===== src/rtl/owi_cmd_sequencer.sv =====
// One-wire slave command sequencer.
// Detects a master reset pulse on the bus, answers with a presence pulse,
// enables the command receiver and then decodes the received byte.
//
// Ports:
//   clk             single clock, all state on posedge
//   rst             asynchronous active-high reset
//   bus_in          synchronised one-wire bus level
//   bus_pull_low    1 = open-drain driver pulls the bus low (presence pulse)
//   en_cmd_recieve  enable to the command receiver, high throughout RECV
//   done_recieving  receiver reports a captured byte
//   frame           received command byte
//   cmd_valid       one-cycle strobe, cmd_code holds an accepted command
//   cmd_code        last accepted command byte
//   cmd_err         one-cycle strobe, unsupported byte or receive timeout
//   busy            high whenever the sequencer is not idle
module owi_cmd_sequencer #(
    parameter int unsigned RST_MIN  = 480,
    parameter int unsigned PRES_DLY = 15,
    parameter int unsigned PRES_LEN = 60,
    parameter int unsigned RECV_TO  = 600
) (
    input  logic       clk,
    input  logic       rst,
    input  logic       bus_in,
    output logic       bus_pull_low,
    output logic       en_cmd_recieve,
    input  logic       done_recieving,
    input  logic [7:0] frame,
    output logic       cmd_valid,
    output logic [7:0] cmd_code,
    output logic       cmd_err,
    output logic       busy
);

    localparam int unsigned MAX_A   = (RST_MIN > RECV_TO) ? RST_MIN : RECV_TO;
    localparam int unsigned MAX_B   = (PRES_DLY > PRES_LEN) ? PRES_DLY : PRES_LEN;
    localparam int unsigned CNT_MAX = (MAX_A > MAX_B) ? MAX_A : MAX_B;
    localparam int unsigned CW      = $clog2(CNT_MAX + 1);
    localparam int unsigned LW      = $clog2(RST_MIN + 1);

    typedef enum logic [2:0] {
        S_IDLE,
        S_RST_LOW,
        S_WAIT_REL,
        S_PRES_WAIT,
        S_PRESENCE,
        S_RECV,
        S_DISPATCH
    } state_t;

    state_t        state, state_n;
    logic [CW-1:0] cnt, cnt_n, cnt_inc;
    logic [LW-1:0] lrun, lrun_n, lrun_inc;
    logic [7:0]    frame_q, frame_n;
    logic [7:0]    code_n;
    logic          valid_n, err_n;
    logic          pull_n, en_n, busy_n;
    logic          supported;

    // Saturating increments so no counter can ever wrap.
    assign cnt_inc  = (&cnt)  ? cnt  : cnt  + CW'(1);
    assign lrun_inc = (&lrun) ? lrun : lrun + LW'(1);

    assign supported = (frame_q == 8'h33) || (frame_q == 8'h55) ||
                       (frame_q == 8'hCC) || (frame_q == 8'hF0);

    // State and registered outputs.
    always_ff @(posedge clk or posedge rst) begin
        if (rst) begin
            state          <= S_IDLE;
            cnt            <= '0;
            lrun           <= '0;
            frame_q        <= '0;
            bus_pull_low   <= 1'b0;
            en_cmd_recieve <= 1'b0;
            cmd_valid      <= 1'b0;
            cmd_err        <= 1'b0;
            cmd_code       <= 8'h00;
            busy           <= 1'b0;
        end else begin
            state          <= state_n;
            cnt            <= cnt_n;
            lrun           <= lrun_n;
            frame_q        <= frame_n;
            bus_pull_low   <= pull_n;
            en_cmd_recieve <= en_n;
            cmd_valid      <= valid_n;
            cmd_err        <= err_n;
            cmd_code       <= code_n;
            busy           <= busy_n;
        end
    end

    // Next state, counters and next output values.
    always_comb begin
        state_n = state;
        cnt_n   = cnt;
        lrun_n  = '0;        // low-run detector only counts inside RECV
        frame_n = frame_q;
        code_n  = cmd_code;
        valid_n = 1'b0;
        err_n   = 1'b0;

        case (state)
            S_IDLE: begin
                if (!bus_in) begin
                    state_n = S_RST_LOW;
                    cnt_n   = CW'(1);
                end
            end
            S_RST_LOW: begin
                if (bus_in) begin
                    state_n = S_IDLE;
                    cnt_n   = '0;
                end else begin
                    cnt_n = cnt_inc;
                    if (cnt_inc >= CW'(RST_MIN)) state_n = S_WAIT_REL;
                end
            end
            S_WAIT_REL: begin
                if (bus_in) begin
                    state_n = S_PRES_WAIT;
                    cnt_n   = '0;
                end
            end
            S_PRES_WAIT: begin
                if (cnt_inc >= CW'(PRES_DLY)) begin
                    state_n = S_PRESENCE;
                    cnt_n   = '0;
                end else begin
                    cnt_n = cnt_inc;
                end
            end
            S_PRESENCE: begin
                if (cnt_inc >= CW'(PRES_LEN)) begin
                    state_n = S_RECV;
                    cnt_n   = '0;
                end else begin
                    cnt_n = cnt_inc;
                end
            end
            S_RECV: begin
                lrun_n = bus_in ? '0 : lrun_inc;
                // done wins over both a master reset and the timeout
                if (done_recieving) begin
                    state_n = S_DISPATCH;
                    frame_n = frame;
                    cnt_n   = '0;
                end else if (!bus_in && (lrun_inc >= LW'(RST_MIN))) begin
                    state_n = S_WAIT_REL;
                    cnt_n   = '0;
                    lrun_n  = '0;
                end else if (cnt_inc >= CW'(RECV_TO)) begin
                    state_n = S_IDLE;
                    cnt_n   = '0;
                    err_n   = 1'b1;
                end else begin
                    cnt_n = cnt_inc;
                end
            end
            S_DISPATCH: begin
                state_n = S_IDLE;
                if (supported) begin
                    valid_n = 1'b1;
                    code_n  = frame_q;
                end else begin
                    err_n = 1'b1;
                end
            end
            default: begin
                state_n = S_IDLE;
                cnt_n   = '0;
            end
        endcase

        // Level outputs follow the state they will be registered alongside.
        pull_n = (state_n == S_PRESENCE);
        en_n   = (state_n == S_RECV);
        busy_n = (state_n != S_IDLE);
    end

endmodule


===== config.mk =====
export PLATFORM = sky130hd
export DESIGN_NAME = owi_cmd_sequencer
export DESIGN_NICKNAME = d
export VERILOG_FILES = /design/src/rtl/owi_cmd_sequencer.sv
export SDC_FILE = /design/constraint.sdc
export NUM_CORES = 1
export LEC_CHECK = 0
export BUFFER_PORTS_ARGS = -buffer_cell sky130_fd_sc_hd__buf_4
export CAP_MARGIN = 20
export CORE_ASPECT_RATIO = 1.4
export CORE_MARGIN = 8
export CORE_UTILIZATION = 35
export CTS_CLUSTER_DIAMETER = 40
export DETAILED_ROUTE_END_ITERATION = 7
export GPL_ROUTABILITY_DRIVEN = 1
export PLACE_DENSITY = 0.56
export SYNTH_ARGS = -nofsm -noshare
export SYNTH_HDL_FRONTEND = slang
export SYNTH_SLANG_ARGS = --single-unit

===== constraint.sdc =====
create_clock -name clk -period 3.5 [get_ports clk]
set_input_delay 0.7 -clock clk [delete_from_list [all_inputs] [get_ports clk]]
set_output_delay 0.7 -clock clk [all_outputs]
set_load 0.005 [all_outputs]

==> impl_metrics.tcl, run 1 <==
set metrics [dict create \
    grtUsageMet3 0.0236 \
    startpoint_type "flop" \
    clk_path_buf_depth 2 \
    critPathMaxFanout 9 \
    drive_above_1_share 0.204 \
    initial_core_util 0.356 \
    ff2ff_setup_slack_ns 0.71 \
    dr.pass1.iters 5 \
    ioPinCount 25 \
    grt_pass1_wl_mm 9.54 \
    clkTransAtPathRegs_ns 0.08 \
    hold_class "flop to flop" \
    netSwitchingFraction 0.366 \
    syn-cell-area_mm2 0.00245 \
    post_drt_wl_per_cell_um 15.0 \
    async_reset_ff_frac 1.00 \
    drt_iter0_markers 106 \
    ant_nets 0 \
    wl_mm 5.60 \
    finalSetupViolCount 0 \
    root_buffer "clkbuf_8" \
    grt_antenna_before_repair 0 \
    min_path_cells 2 \
    drcViolationCount 0 \
    synthCells 256 \
    cts_tree "built" \
    post-route-period-util 0.798 \
    syn_nets 270 \
    hold_buffers 0 \
    vdd_drop_max_v 0.000264 \
    post_cts_buffers 0 \
    worstHoldStart "cmd_code[1]$_DFFE_PP0P_" \
    final_util 0.406 \
    grt_util_met1 0.133 \
    top_usage_layer "met2" \
    num_rows 36 \
    p_per_area_mw_per_mm2 527 \
    clock-sinks 43 \
    tightest_slew_ns 0.711 \
    power_frac_clock 0.211 \
    p_seq_frac 0.479 \
    syn_avg_cell_area_um2 9.59 \
    dp_hpwl_mm 4.17 \
    grt_overflow 0 \
    fillCellCount 717 \
    cts_resized 0 \
    core_region_area_mm2 0.00689 \
    p_switching_mw 0.539 \
    slew_headroom 0.524 \
    synth_edf_count 0 \
    slew_viol_final 0 \
    period_minus_slack_ns 2.79 \
    antennaDiodeCount 0 \
    htree_num_levels 2 \
    port_buffers 24 \
    yosys_most_used_dff "dfrtp_1" \
    outcome "finished clean" \
    track_usage 0.119 \
    p_int_mw 0.933 \
    combPwrFrac 0.310 \
    path_class "flop to flop" \
    yosysSeqAreaShare 0.438 \
    fin_setup_tns_ns 0 \
    ys_warn_count 0 \
    r2r_start "cnt[0]$_DFFE_PP0P_" \
    max_cap_violations 0 \
    p_leak_nw 1.21 \
    reg2reg_depth 8 \
    numCtsBuffers 5 \
    grt_max_degree 44 \
    ys_ff_latch 43 \
    layout.nets 292 \
    grt_use_met2 0.215 \
    holdPathEnd "cmd_code[1]$_DFFE_PP0P_" \
    vias 1975 \
    ys_types 55 \
    die_w_um 86.8 \
    rsz0062_at_grt "no" \
    place_congestion 0.836 \
    crit_arrival_ns 2.96 \
    via_per_inst 5.28 \
    fin_skew_ns 0.00699 \
    hold_ws_ns 0.505 \
    hold_viol_final 0 \
    dieArea_mm2 0.00999 \
    end_kind "flop" \
    crit_required_ns 3.67 \
    timing.fmax_ghz 0.358 \
    clk_latency_ns 0.29 \
    area_growth_syn_to_layout_pct 13.9 \
    grt_pass1_vias 1981 \
    r2r_end "cnt[0]$_DFFE_PP0P_" \
    dieHeight_um 115 \
]
## logic make-up after synthesis
| family | share of synthesized area |
|---|---|
| buffers and inverters | 0.0377 |
| AO/OA/AOI/OAI | 0.188 |
| multiplexers | 0.0933 |
| AND/OR/NAND/NOR | 0.211 |
| adder cells (fa/ha/maj) | 0.0102 |
| flip-flops | 0.438 |
| XOR/XNOR | 0.0214 |
## how the worst max path moves through the flow
stage / end / depth (start not counted) / slack, ns / from
6_report: cnt[0]$_DFFE_PP0P_ / 8 / 0.71 / cnt[0]$_DFFE_PP0P_
3_3_place_gp: cnt[0]$_DFFE_PP0P_ / 8 / 0.82 / cnt[0]$_DFFE_PP0P_
5_1_grt: cnt[4]$_DFFE_PP0P_ / 8 / 0.50 / cnt[0]$_DFFE_PP0P_
4_1_cts: cnt[0]$_DFFE_PP0P_ / 8 / 0.69 / cnt[0]$_DFFE_PP0P_
3_5_place_dp: cnt[0]$_DFFE_PP0P_ / 8 / 0.70 / cnt[0]$_DFFE_PP0P_
2_1_floorplan: cnt[2]$_DFFE_PP0P_ / 10 / 1.08 / cnt[1]$_DFFE_PP0P_
## state kept, by name, summed over array words and instances (netlist names)
register and cells:
lrun 9, en_cmd_recieve 1, cmd_valid 1, state 3
frame_q 8, cmd_err 1, bus_pull_low 1, cnt 10
cmd_code 8, busy 1
## critical path, stage by stage (launching register included)
cell and delay [ns]:
dfrtp_1 0.51, ha_1 0.37, nand3_1 0.18, nor3_2 0.37, a211oi_1 0.16, o311ai_1 0.45
o311ai_4 0.21, nor2_2 0.30, o32ai_1 0.12
## cells in the final DEF, fill, tap and decap left out, types with 3 or more instances in the layout
cell,instances
dfrtp_1,43
nand2_1,26
buf_4,25
nor2_1,19
mux2_2,15
o21ai_0,12
a21oi_1,10
inv_1,9
o21ai_1,9
nand3_1,8
xnor2_1,6
and3_1,6
mux2i_1,6
nand4_1,5
nor3_1,5
clkbuf_8,5
and2_1,4
o22ai_1,4
a211oi_1,3
o211ai_1,3
a22oi_1,3
nand2b_1,3
or3_1,3
nor2b_1,3
nand3b_1,3
## per-stage QoR
stage / cells / instance area [um2] / setup WS (ns) / total power, mW
after CTS: 374 / 2800 / 0.687 / 1.50
after detailed placement: 366 / 2710 / 0.703 / 1.18
final: 374 / 2800 / 0.705 / 1.47
after floorplan: 256 / 2450 / 1.08 / 1.05
after global routing: 374 / 2800 / 0.495 / 1.58
after global placement: 366 / 2710 / 0.815 / 1.17
## power by group through the flow
stage          combinational (mW)  sequential, mW  clock [mW]
6_report                    0.456           0.705       0.311
5_1_grt                     0.515           0.724       0.341
4_1_cts                     0.465           0.706       0.324
3_5_place_dp                0.463           0.716           0
3_3_place_gp                0.458           0.712           0
2_1_floorplan               0.402           0.645           0
## cells in the mapped netlist, types with 3 or more instances
library cell   n  area share
o21ai_1        9       0.018
and2_1         4       0.010
clkbuf_1       3      0.0046
mux2i_1        6       0.024
inv_1         10       0.015
nand3_1        8       0.016
or3_1          3      0.0076
nand3b_1       3      0.0092
nor3_1         5       0.010
nand4_1        5       0.013
buf_2          5       0.010
a22oi_1        3      0.0092
o22ai_1        4       0.010
a211oi_1       3      0.0092
mux2_2        15       0.069
o211ai_1       3      0.0092
nor2b_1        3      0.0076
and3_1         6       0.015
xnor2_1        6       0.021
o21ai_0       12       0.024
nand2_1       26       0.040
dfrtp_1       43        0.44
nor2_1        19       0.029
a21oi_1       10       0.020
nand2b_1       3      0.0076
## layout make-up
cell class	count	area [um2]	share of cell area
Clock buffer	6	72.6	0.0260
Clock inverter	2	12.5	0.00448
Inverter	11	41.3	0.0148
Multi-Input combinational cell	192	1290	0.460
Sequential cell	43	1080	0.385
Tap cell	95	119	0.0425
Timing Repair Buffer	25	188	0.0671
## layer usage
| layer | wire length, um | vias up |
|---|---|---|
| li1 | - | 984 |
| met2 | 3030 | 28 |
| met3 | 142 | 6 |
| met1 | 2350 | 957 |
| met5 | 0 | - |
| met4 | 80 | 0 |
(Power assumes the default switching activity.)
==> run 2, diff against run 1 <==
clock period = 2.61 ns   (was 3.5 ns; I/O delays follow)
==> run 2 against run 1 <==
Against the previous run: global-route usage rose by 0.32 points; clock skew rose by 0.0025 ns; wire length rose by 4.9%; sequential share of layout area fell by 2.3 points; clock-buffer cell count fell by 1; first-iteration DRC count rose by 6.6%; critical path depth rose by 1; non-clock buffer count rose by 19; via count rose by 4.8%; final area rose by 6.4%; total power rose by 48%; maximum frequency rose by 14%; critical path type unchanged; critical endpoint is now cnt[3]$_DFFE_PP0P_.
==> impl_metrics.tcl, run 2 (synthesis results as in run 1) <==
set metrics [dict create \
    die_w_um 86.8 \
    tightest_slew_ns 0.531 \
    startpoint_type "flop" \
    ff2ff_setup_slack_ns 0.17 \
    layout.nets 311 \
    reg2reg_depth 9 \
    place_ws_ns 0.105 \
    root_buffer "clkbuf_8" \
    cts_tree "built" \
    p_leak_nw 1.32 \
    outcome "finished clean" \
    numCtsBuffers 5 \
    fin_setup_tns_ns 0 \
    via_per_inst 5.27 \
    fin_ws_ns 0.168 \
    dr.pass1.iters 4 \
    rsz0062_at_grt "no" \
    p_per_area_mw_per_mm2 732 \
    grt_max_degree 44 \
    vdd_drop_max_v 0.000484 \
    clock-sinks 43 \
    port_buffers 24 \
    hold_viol_final 0 \
    clk_latency_ns 0.30 \
    dp_hpwl_mm 4.41 \
    r2r_start "lrun[1]$_DFF_PP0_" \
    hold_class "input pin to asynchronous set/reset pin" \
    dieArea_mm2 0.00999 \
    r2r_end "cnt[3]$_DFFE_PP0P_" \
    clk_path_buf_depth 2 \
    reg_top3 "cnt (10), lrun (9)" \
    final_cells 393 \
    crit_arrival_ns 2.63 \
    ioPinCount 25 \
    area_growth_syn_to_layout_pct 21.2 \
    worstSetupEndpoint "cnt[3]$_DFFE_PP0P_" \
    post-route-period-util 0.936 \
    clkTransAtPathRegs_ns 0.09 \
    vias 2070 \
    regMostFlops "cnt" \
    dieHeight_um 115 \
    core_region_area_mm2 0.00689 \
    slew_viol_final 0 \
    drt_iter0_markers 113 \
    end_kind "flop" \
    max_cap_violations 0 \
    dp_cells 384 \
    final_common_cell "buf_4" \
    initial_core_util 0.356 \
    period_minus_slack_ns 2.44 \
    grt_antenna_before_repair 0 \
    grt_pass1_vias 2131 \
    drive_above_1_share 0.265 \
    largest_reg_flops 10 \
    wl_mm 5.88 \
    final_util 0.432 \
    fin_skew_ns 0.00946 \
    hold_buffers 0 \
    finalSetupViolCount 0 \
    num_rows 36 \
    final_cell_mix "buf_4, dfrtp_1, nand2_1" \
    grt_pass1_wl_mm 9.78 \
    ant_nets 0 \
    timing.fmax_ghz 0.409 \
    slew_headroom 0.643 \
    place_congestion 0.879 \
    track_usage 0.122 \
    htree_num_levels 2 \
    path_class "flop to flop" \
    crit_start "lrun[1]$_DFF_PP0_" \
    antennaDiodeCount 0 \
    critPathMaxFanout 4 \
    grt_overflow 0 \
    drcViolationCount 0 \
    post_drt_wl_per_cell_um 15.0 \
    crit_required_ns 2.80 \
]
## run 2: cell count changes in the layout (fill, tap and decap cells not counted), sizes merged
cell and change:
bufinv +1, clkbuf -1, clkinvlp -1, buf +19
clkinv +1
## run 2: how the worst min path moves through the flow
stage                       startpoint                 endpoint  slack, ns  depth (start not counted)
2_1_floorplan  cmd_code[1]$_DFFE_PP0P_  cmd_code[1]$_DFFE_PP0P_       0.47                          2
3_3_place_gp   cmd_code[1]$_DFFE_PP0P_  cmd_code[1]$_DFFE_PP0P_       0.49                          2
3_5_place_dp   cmd_code[1]$_DFFE_PP0P_  cmd_code[1]$_DFFE_PP0P_       0.48                          2
4_1_cts                            rst        lrun[5]$_DFF_PP0_       0.37                          3
5_1_grt                            rst        lrun[5]$_DFF_PP0_       0.40                          3
6_report                           rst        lrun[5]$_DFF_PP0_       0.35                          3
## run 2: stage by stage
stage / hold WS (ns) / total power, mW / instance area, um2
after floorplan: 0.473 / 1.40 / 2450
after global placement: 0.485 / 1.67 / 2850
after detailed placement: 0.484 / 1.67 / 2850
after CTS: 0.368 / 2.21 / 2960
after global routing: 0.395 / 2.34 / 2980
final: 0.349 / 2.18 / 2980
## run 2: layout make-up
type,instances,area (um2)
Inverter,11,41.3
Fill cell,694,3920
Tap cell,95,119
Clock inverter,3,43.8
Timing Repair Buffer,44,330
Clock buffer,5,68.8
Multi-Input combinational cell,192,1300
Sequential cell,43,1080
## run 2: metal layers
layer | GRT usage | up-vias | wire (um)
li1 | - | 1020 | -
met1 | 0.130 | 1012 | 2410
met2 | 0.227 | 32 | 3210
met3 | 0.0229 | 6 | 177
met4 | 0.0473 | 0 | 78
met5 | 0 | - | 0
## run 2: repair_timing
action                                  CTS  global route
buffers inserted                          0             1
endpoints found under the setup margin    0            13
gates resized for setup                   0             3
## run 2: where the power goes
group / switching [mW] / internal, mW
Combinational: 0.393 / 0.356
Sequential: 0.121 / 0.785
Clock: 0.239 / 0.285
## run 2: worst max-delay path: stages, from the launching register on
cell,delay (ns)
dfrtp_1,0.41
ha_1,0.23
buf_4,0.15
o31a_1,0.29
nor4_1,0.47
or3_1,0.26
nor3_2,0.08
buf_4,0.16
o22ai_1,0.21
nand2_1,0.08
